File: src/rtl/ipsxe_floating_point_diffprim_pkg.sv
// Shared constants and helpers for the floating-point difference primitive.
// Fixed point is Q24.8 two's complement. Floats use an 8-bit exponent and a 24-bit significand.
package ipsxe_floating_point_diffprim_pkg;

  localparam int DATA_WIDTH     = 32;
  localparam int FIXED_INT_BIT  = 24;
  localparam int FIXED_FRAC_BIT = 8;
  localparam int FLOAT_EXP_BIT  = 8;
  localparam int FLOAT_FRAC_BIT = 24;
  localparam int FLOAT_BIAS     = 2**(FLOAT_EXP_BIT-1) - 1;
  localparam int LOD_W          = $clog2(DATA_WIDTH);

  typedef logic [DATA_WIDTH-1:0] word_t;

  localparam word_t FIXED_MAX      = {1'b0, {(DATA_WIDTH-1){1'b1}}};
  localparam word_t FIXED_MIN      = {1'b1, {(DATA_WIDTH-1){1'b0}}};
  localparam word_t FLOAT_POS_ZERO = '0;

  // Float images of the saturated fixed values: +/-2^(FIXED_INT_BIT-1).
  localparam logic [FLOAT_EXP_BIT-1:0] SAT_FLOAT_EXP =
    FLOAT_EXP_BIT'(FLOAT_BIAS + DATA_WIDTH - 1 - FIXED_FRAC_BIT);
  localparam word_t FLOAT_SAT_POS = {1'b0, SAT_FLOAT_EXP, {(FLOAT_FRAC_BIT-1){1'b0}}};
  localparam word_t FLOAT_SAT_NEG = {1'b1, SAT_FLOAT_EXP, {(FLOAT_FRAC_BIT-1){1'b0}}};

  // Bit index of the most significant one. Returns 0 for a zero input.
  function automatic logic [LOD_W-1:0] lead_one_pos(input word_t v);
    logic [LOD_W-1:0] pos;
    pos = '0;
    for (int i = 0; i < DATA_WIDTH; i++) begin
      if (v[i]) pos = LOD_W'(i);
    end
    return pos;
  endfunction

endpackage

File: src/rtl/ipsxe_floating_point_diffprim_fx2fl.sv
// Converts signed fixed point to float with round-to-nearest-even. This block is one register stage.
// A zero input gives +0.0. The two saturation codes map straight to their exact float images.
module ipsxe_floating_point_diffprim_fx2fl
  import ipsxe_floating_point_diffprim_pkg::*;
(
  input  logic  i_aclk,
  input  logic  i_areset,
  input  logic  i_aclken,
  input  word_t i_fixed,
  input  logic  i_valid,
  input  logic  i_ovf,
  output word_t o_float,
  output logic  o_valid,
  output logic  o_overflow
);

  logic                      sign;
  word_t                     mag;
  word_t                     norm;
  logic [LOD_W-1:0]          pos;
  logic [FLOAT_FRAC_BIT-1:0] keep;
  logic                      guard;
  logic                      sticky;
  logic                      round_up;
  logic [FLOAT_FRAC_BIT:0]   sig;
  logic [FLOAT_EXP_BIT-1:0]  exp_c;
  logic [FLOAT_FRAC_BIT-2:0] frac_c;
  word_t                     float_c;

  always_comb begin
    sign     = i_fixed[DATA_WIDTH-1];
    mag      = sign ? (~i_fixed + 1'b1) : i_fixed;
    pos      = lead_one_pos(mag);
    norm     = mag << (LOD_W'(DATA_WIDTH-1) - pos);
    keep     = norm[DATA_WIDTH-1 -: FLOAT_FRAC_BIT];
    guard    = norm[DATA_WIDTH-1-FLOAT_FRAC_BIT];
    sticky   = |norm[DATA_WIDTH-2-FLOAT_FRAC_BIT:0];
    round_up = guard & (sticky | keep[0]);
    sig      = {1'b0, keep} + (FLOAT_FRAC_BIT+1)'(round_up);
    // When rounding carries out, the significand becomes 1.000. The exponent then goes up by one.
    exp_c    = FLOAT_EXP_BIT'(FLOAT_BIAS - FIXED_FRAC_BIT) + FLOAT_EXP_BIT'(pos)
             + FLOAT_EXP_BIT'(sig[FLOAT_FRAC_BIT]);
    frac_c   = sig[FLOAT_FRAC_BIT] ? sig[FLOAT_FRAC_BIT-1:1] : sig[FLOAT_FRAC_BIT-2:0];
    if (i_fixed == '0)            float_c = FLOAT_POS_ZERO;
    else if (i_fixed == FIXED_MIN) float_c = FLOAT_SAT_NEG;
    else if (i_fixed == FIXED_MAX) float_c = FLOAT_SAT_POS;
    else                           float_c = {sign, exp_c, frac_c};
  end

  always_ff @(posedge i_aclk or posedge i_areset) begin
    if (i_areset) begin
      o_float    <= '0;
      o_valid    <= 1'b0;
      o_overflow <= 1'b0;
    end else if (i_aclken) begin
      o_valid    <= i_valid;
      o_overflow <= i_valid & i_ovf;
      if (i_valid) o_float <= float_c;
    end
  end

endmodule

File: src/rtl/ipsxe_floating_point_diffprim.sv
// First-difference engine: y[n] = a[n] - a[n-1], computed in fixed point.
// The stages are float->fixed, then subtract against the history, then fixed->float in the fx2fl sub-module.
module ipsxe_floating_point_diffprim
  import ipsxe_floating_point_diffprim_pkg::*;
#(
  parameter int DATA_WIDTH     = ipsxe_floating_point_diffprim_pkg::DATA_WIDTH,
  parameter int FIXED_INT_BIT  = ipsxe_floating_point_diffprim_pkg::FIXED_INT_BIT,
  parameter int FIXED_FRAC_BIT = ipsxe_floating_point_diffprim_pkg::FIXED_FRAC_BIT,
  parameter int FLOAT_EXP_BIT  = ipsxe_floating_point_diffprim_pkg::FLOAT_EXP_BIT,
  parameter int FLOAT_FRAC_BIT = ipsxe_floating_point_diffprim_pkg::FLOAT_FRAC_BIT
) (
  input  logic                  i_aclk,
  input  logic                  i_areset,
  input  logic                  i_aclken,
  input  logic [DATA_WIDTH-1:0] i_axi4s_a_tdata,
  input  logic                  i_axi4s_tvalid,
  input  logic                  i_clear,
  output logic [DATA_WIDTH-1:0] o_axi4s_result_tdata,
  output logic                  o_axi4s_result_tvalid,
  output logic                  o_overflow
);

  localparam int BIAS = 2**(FLOAT_EXP_BIT-1) - 1;
  // An exponent at or above EXP_SAT gives |x| >= 2^(FIXED_INT_BIT-1).
  // At EXP_ALIGN the significand already sits on the fixed-point grid, so no shift is needed.
  localparam logic [FLOAT_EXP_BIT-1:0] EXP_SAT   = FLOAT_EXP_BIT'(BIAS + FIXED_INT_BIT - 1);
  localparam logic [FLOAT_EXP_BIT-1:0] EXP_ALIGN =
    FLOAT_EXP_BIT'(BIAS + FLOAT_FRAC_BIT - 1 - FIXED_FRAC_BIT);

  logic                      a_sign;
  logic [FLOAT_EXP_BIT-1:0]  a_exp;
  logic [FLOAT_FRAC_BIT-2:0] a_man;
  logic [DATA_WIDTH-1:0]     a_sig;
  logic [DATA_WIDTH-1:0]     a_mag;
  logic [DATA_WIDTH-1:0]     fx_c;
  logic                      ovf1_c;

  always_comb begin
    a_sign = i_axi4s_a_tdata[DATA_WIDTH-1];
    a_exp  = i_axi4s_a_tdata[DATA_WIDTH-2 -: FLOAT_EXP_BIT];
    a_man  = i_axi4s_a_tdata[FLOAT_FRAC_BIT-2:0];
    a_sig  = DATA_WIDTH'({1'b1, a_man});
    a_mag  = '0;
    fx_c   = '0;
    ovf1_c = 1'b0;
    if (a_exp == {FLOAT_EXP_BIT{1'b1}}) begin
      // NaN always saturates positive. Only -inf saturates negative.
      ovf1_c = 1'b1;
      fx_c   = (a_sign && a_man == '0) ? FIXED_MIN : FIXED_MAX;
    end else if (a_exp >= EXP_SAT) begin
      ovf1_c = 1'b1;
      fx_c   = a_sign ? FIXED_MIN : FIXED_MAX;
    end else if (a_exp != '0) begin
      if (a_exp >= EXP_ALIGN) a_mag = a_sig << (a_exp - EXP_ALIGN);
      else                    a_mag = a_sig >> (EXP_ALIGN - a_exp);
      fx_c = a_sign ? (~a_mag + 1'b1) : a_mag;
    end
  end

  logic                  s1_valid;
  logic                  s1_clear;
  logic                  s1_ovf;
  logic [DATA_WIDTH-1:0] s1_fx;
  logic [DATA_WIDTH-1:0] hist;
  logic [DATA_WIDTH-1:0] hist_eff;
  logic [DATA_WIDTH:0]   diff;
  logic                  ovf2_c;
  logic [DATA_WIDTH-1:0] d_c;
  logic                  s2_valid;
  logic                  s2_ovf;
  logic [DATA_WIDTH-1:0] s2_d;

  always_comb begin
    hist_eff = s1_clear ? '0 : hist;
    diff     = {s1_fx[DATA_WIDTH-1], s1_fx} - {hist_eff[DATA_WIDTH-1], hist_eff};
    ovf2_c   = diff[DATA_WIDTH] ^ diff[DATA_WIDTH-1];
    d_c      = ovf2_c ? (diff[DATA_WIDTH] ? FIXED_MIN : FIXED_MAX) : diff[DATA_WIDTH-1:0];
  end

  always_ff @(posedge i_aclk or posedge i_areset) begin
    if (i_areset) begin
      s1_valid <= 1'b0;
      s1_clear <= 1'b0;
      s1_ovf   <= 1'b0;
      s1_fx    <= '0;
      s2_valid <= 1'b0;
      s2_ovf   <= 1'b0;
      s2_d     <= '0;
      hist     <= '0;
    end else if (i_aclken) begin
      s1_valid <= i_axi4s_tvalid;
      s1_clear <= i_axi4s_tvalid & i_clear;
      s1_ovf   <= ovf1_c;
      s1_fx    <= fx_c;
      s2_valid <= s1_valid;
      s2_ovf   <= s1_ovf | ovf2_c;
      s2_d     <= d_c;
      // The history holds the converted input, not the saturated difference.
      if (s1_valid) hist <= s1_fx;
    end
  end

  ipsxe_floating_point_diffprim_fx2fl u_fx2fl (
    .i_aclk     (i_aclk),
    .i_areset   (i_areset),
    .i_aclken   (i_aclken),
    .i_fixed    (s2_d),
    .i_valid    (s2_valid),
    .i_ovf      (s2_ovf),
    .o_float    (o_axi4s_result_tdata),
    .o_valid    (o_axi4s_result_tvalid),
    .o_overflow (o_overflow)
  );

endmodule

File: config.mk
export PLATFORM = sky130hd
export DESIGN_NAME = ipsxe_floating_point_diffprim
export DESIGN_NICKNAME = d
export VERILOG_FILES = /design/src/rtl/ipsxe_floating_point_diffprim_pkg.sv /design/src/rtl/ipsxe_floating_point_diffprim_fx2fl.sv /design/src/rtl/ipsxe_floating_point_diffprim.sv
export SDC_FILE = /design/constraint.sdc
export NUM_CORES = 1
export LEC_CHECK = 0
export CAP_MARGIN = 40
export CORE_AREA = 2 2 192 194
export CTS_CLUSTER_DIAMETER = 40
export DETAILED_ROUTE_END_ITERATION = 8
export DIE_AREA = 0 0 194 196
export PLACE_DENSITY = 0.71
export SETUP_SLACK_MARGIN = 0.4
export SLEW_MARGIN = 10
export SYNTH_ARGS = -nofsm -noshare
export SYNTH_HDL_FRONTEND = slang
export SYNTH_SLANG_ARGS = --single-unit
File: constraint.sdc
create_clock -name i_aclk -period 8.3 [get_ports i_aclk]
set_clock_uncertainty 0.05 [all_clocks]
set_input_delay 2.075 -clock i_aclk [delete_from_list [all_inputs] [get_ports i_aclk]]
set_output_delay 2.075 -clock i_aclk [all_outputs]
set_load 0.02 [all_outputs]
==> results by group <==
Status
  – Outcome: complete, no violations

Logic synthesis
  – Yosys top cell by area: dfrtp_1
  – Yosys Warn Count: 0
  – EDFF count, synth: 0
  – Syn Std Cell Area: 0.01591 mm^2
  – Main synth FF type: dfrtp_1
  – Unique masters post-synth: between 100 and 150
  – Cells after synthesis: 2073
  – Synth top area share: 0.2123
  – Post-Syn Nets: approximately 2200
  – Sequential fraction of the synthesis area: 0.2123
  – Synthesis-stage register bit count: between 100 and 150
  – Top post-synthesis cells by area: dfrtp_1 (21%), nand2_1 (5.6%), mux2i_1 (5.1%)
  – Asr flop ratio synth: 1.000
  – Post-Syn Area per Cell: about 7.7 um^2

Critical path
  – R2R Setup Slk: 0.78 ns
  – Worst Path Buf+Inv: 2
  – Worst r2r src: s2_d[7]$_DFFE_PP0P_
  – Worst reg2reg path endpoint: u_fx2fl.o_float[27]$_DFFE_PP0P_
  – Data arrival, critical path: between 7 and 8 ns
  – CP Max Fanout: 20
  – Setup crit start kind: register
  – Cell family with most CP delay: simple AND/OR/NAND/NOR gates
  – Crit path depth: 26
  – Crit-path slowest cell: a221oi_1
  – Nature of the critical path endpoint: register
  – Critical path required time: approximately 8.6 ns
  – Reg2reg path depth: 26
  – Crit-path max cell delay: ~0.83 ns
  – CP Class: reg -> reg

Detailed routing
  – Via density: between 6 and 7
  – DRT Wirelength: 57200 um
  – First drt pass iteration count: 6
  – Initial DRC count: ~1700
  – Via count: between 15000 and 20000
  – Routed len/inst: 22.45 um
  – ANT nets after route: 0
  – Residual DRC: 0

Clock tree
  – Setup repair bufs after CTS: 0
  – Htree depth: 4
  – Clock transition at the registers of the reported paths: 0.06 ns
  – TritonCTS buffer count: 17
  – Clock Sinks: around 140
  – Clk_lat worst skew: 0.43 ns
  – Gates resized, CTS repair: 0
  – Max Root-Sink Buffers: 2
  – Root Buffer: clkbuf_16
  – Hold Buf Count CTS: 0
  – CTS tree: done

Layout
  – Layout cells sized above 1: 0.1048
  – Nets: 2148
  – # diodes: 0
  – Final core occ: 0.4909
  – Area delta synth->final: 11.34%
  – Final cell count without fillers: ~2500
  – Design Area, Final: 0.01771 mm^2
  – Filler Cells Inserted: approximately 3500

Run
  – Max cap viols: 0

Power
  – VDD IR max: between 300 and 400 uV
  – Total Power: roughly 8.4 mW
  – Leakage: 7.015 nW
  – Cell Pwr Density: roughly 480 mW/mm^2

Floorplanning
  – Initial Util: 0.4409
  – Top-Level Pins: a little over 70
  – Die Y: roughly 200 um
  – Die area: 0.03802 mm^2
  – Core area: between 0.03 and 0.04 mm^2
  – FP Rows: 70
  – Die X: just under 200 um

Placement
  – Gpl congestion: between 0.9 and 1
  – Post-detail-place hpwl: 44530 um
  – Placed Instance Area: approximately 0.017 mm^2
  – Placed cell count: ~2500
  – Port Buffers: 70

GRT
  – Vias in the first global route: 15882
  – Largest net degree at the start of global routing: 73
  – Grt total ovfl: 0
  – GRT Util Overall: 0.2954
  – Initial antenna violation count: 0
  – First-pass GRT wire length: approximately 90000 um

STA
  – Final setup TNS: 0 ns
  – Final setup viols: 0
  – Fin. Hold Viols: 0
  – Unrepaired setup endpoints after global routing: no
  – Worst slew pin tran: roughly 0.95 ns
  – Period utilisation layout: 0.9059
  – Achievable Freq: about 0.13 GHz
  – Period minus WS final: ~7.5 ns
  – Worst rel slew slack: 0.3585
  – Max-slew violation total from the final report: 0

Hold path
  – Cells on Worst Hold Path: 2
  – Hold path startpoint: hist[1]$_DFFE_PP0P_
  – WHS Endpoint: hist[1]$_DFFE_PP0P_
  – Worst hold path class: reg -> reg
[cell families (layout without fill, tap and decap cells)]
kind of cell,after synthesis,in the layout,synth area share
DFF,135,135,0.2123
xor gates and xnor gates,108,108,0.05946
AOI/OAI and AO/OA,686,686,0.2984
adders and majority gates,44,44,0.03508
muxes,152,152,0.1189
buffers and inverters,202,209,0.05120
and+or+nand+nor,746,746,0.2246
[where the power goes]
part | total (mW) | internal (mW) | switching [mW] | leakage [nW]
clock | 0.801 | 0.489 | 0.312 | 0.304
combinational | 6.44 | 2.34 | 4.10 | 5.05
sequential | 1.21 | 0.874 | 0.334 | 1.66
[cells in the final DEF, fill, tap and decap left out, types with 46 or more instances in the layout]
master	netlist	layout
dfrtp_1	135	135
nand2_1	239	239
clkdlybuf4s50_1	0	67
nor2_1	193	193
a21oi_1	159	158
mux2i_1	81	81
mux2_2	46	46
xnor2_1	72	72
nand3_1	56	56
nor3_1	59	59
o21ai_0	130	128
buf_4	1	57
[cell usage after synthesis (all sizes together), types with 17 or more instances]
cell type	instances
xor2	36
mux4	24
nor2b	17
inv	43
nor4	28
and2	23
o21ai	139
nand4	26
a22o	20
nand2b	17
a21o	25
nor3	59
a31oi	23
buf	35
o22ai	38
dfrtp	135
o2bb2ai	44
or3	19
nor2	193
nand3	56
xnor2	72
o31ai	24
clkbuf	121
o211ai	23
nand2	239
mux2i	82
a21oi	159
ha	43
o221ai	19
mux2	46
[sequential cells by signal, indices dropped and copies added, names as in the netlist]
name                cells
u_fx2fl.o_overflow      1
hist                   32
s1_fx                  32
s2_ovf                  1
u_fx2fl.o_float        32
s1_valid                1
s1_clear                1
s2_d                   32
s1_ovf                  1
u_fx2fl.o_valid         1
s2_valid                1
[worst reg2reg max path, stage by stage, from the launching register on]
cell and delay, ns:
dfrtp_1 0.53, or3_1 0.61, or4_4 0.71, nor2_1 0.30, nand3b_1 0.14, a221oi_1 0.83
nand2_1 0.11, buf_4 0.24, o21ai_0 0.10, a21o_1 0.36, inv_1 0.27, a211oi_1 0.36
or2_2 0.24, a22o_1 0.21, and2_1 0.14, ha_1 0.21, o21ai_0 0.19, nor4bb_1 0.44
o211ai_1 0.20, nor3_1 0.21, nand2_1 0.08, ha_1 0.20, ha_1 0.22, a21oi_1 0.14
nor2_1 0.07, o21ai_0 0.17, nand2_1 0.08
[worst max-delay path by stage]
stage                              from                              end  slack (ns)
floorplan           i_axi4s_a_tdata[23]            s1_fx[28]$_DFFE_PP0P_        1.03
global placement    s2_d[7]$_DFFE_PP0P_  u_fx2fl.o_float[27]$_DFFE_PP0P_        0.94
detailed placement  i_axi4s_a_tdata[25]            s1_fx[28]$_DFFE_PP0P_        0.92
CTS                 s2_d[7]$_DFFE_PP0P_  u_fx2fl.o_float[27]$_DFFE_PP0P_        1.00
global route        s2_d[0]$_DFFE_PP0P_  u_fx2fl.o_float[27]$_DFFE_PP0P_        0.49
finish              s2_d[7]$_DFFE_PP0P_  u_fx2fl.o_float[27]$_DFFE_PP0P_        0.78
[routing by layer]
metal / vias to the layer above / part of all wire / track usage
li1: 7808 / - / -
met1: 8023 / 0.40 / 0.3610
met2: 757 / 0.48 / 0.5134
met3: 172 / 0.055 / 0.03026
met4: 0 / 0.057 / 0.1585
met5: - / 0 / 0
[per-stage QoR]
stage | hold slack [ns] | setup WS (ns)
floorplan | 0.3922 | 1.030
global placement | 0.4072 | 0.9442
detailed placement | 0.4219 | 0.9192
CTS | 0.4350 | 1.001
global route | 0.4602 | 0.4865
finish | 0.4318 | 0.7806
[area by class of cell]
cell class / instances / area [um^2] / share of cell area
clock buffers: 18 / 439.2 / 0.02479
well taps: 468 / 585.6 / 0.03306
clock inverters: 14 / 187.7 / 0.01060
flip-flops and latches: 135 / 3378 / 0.1907
multi-input cells: 1736 / 11750 / 0.6631
repair buffers: 131 / 1199 / 0.06767
inverters: 46 / 178.9 / 0.01010
Note: power is estimated with default switching activity, not from simulation.
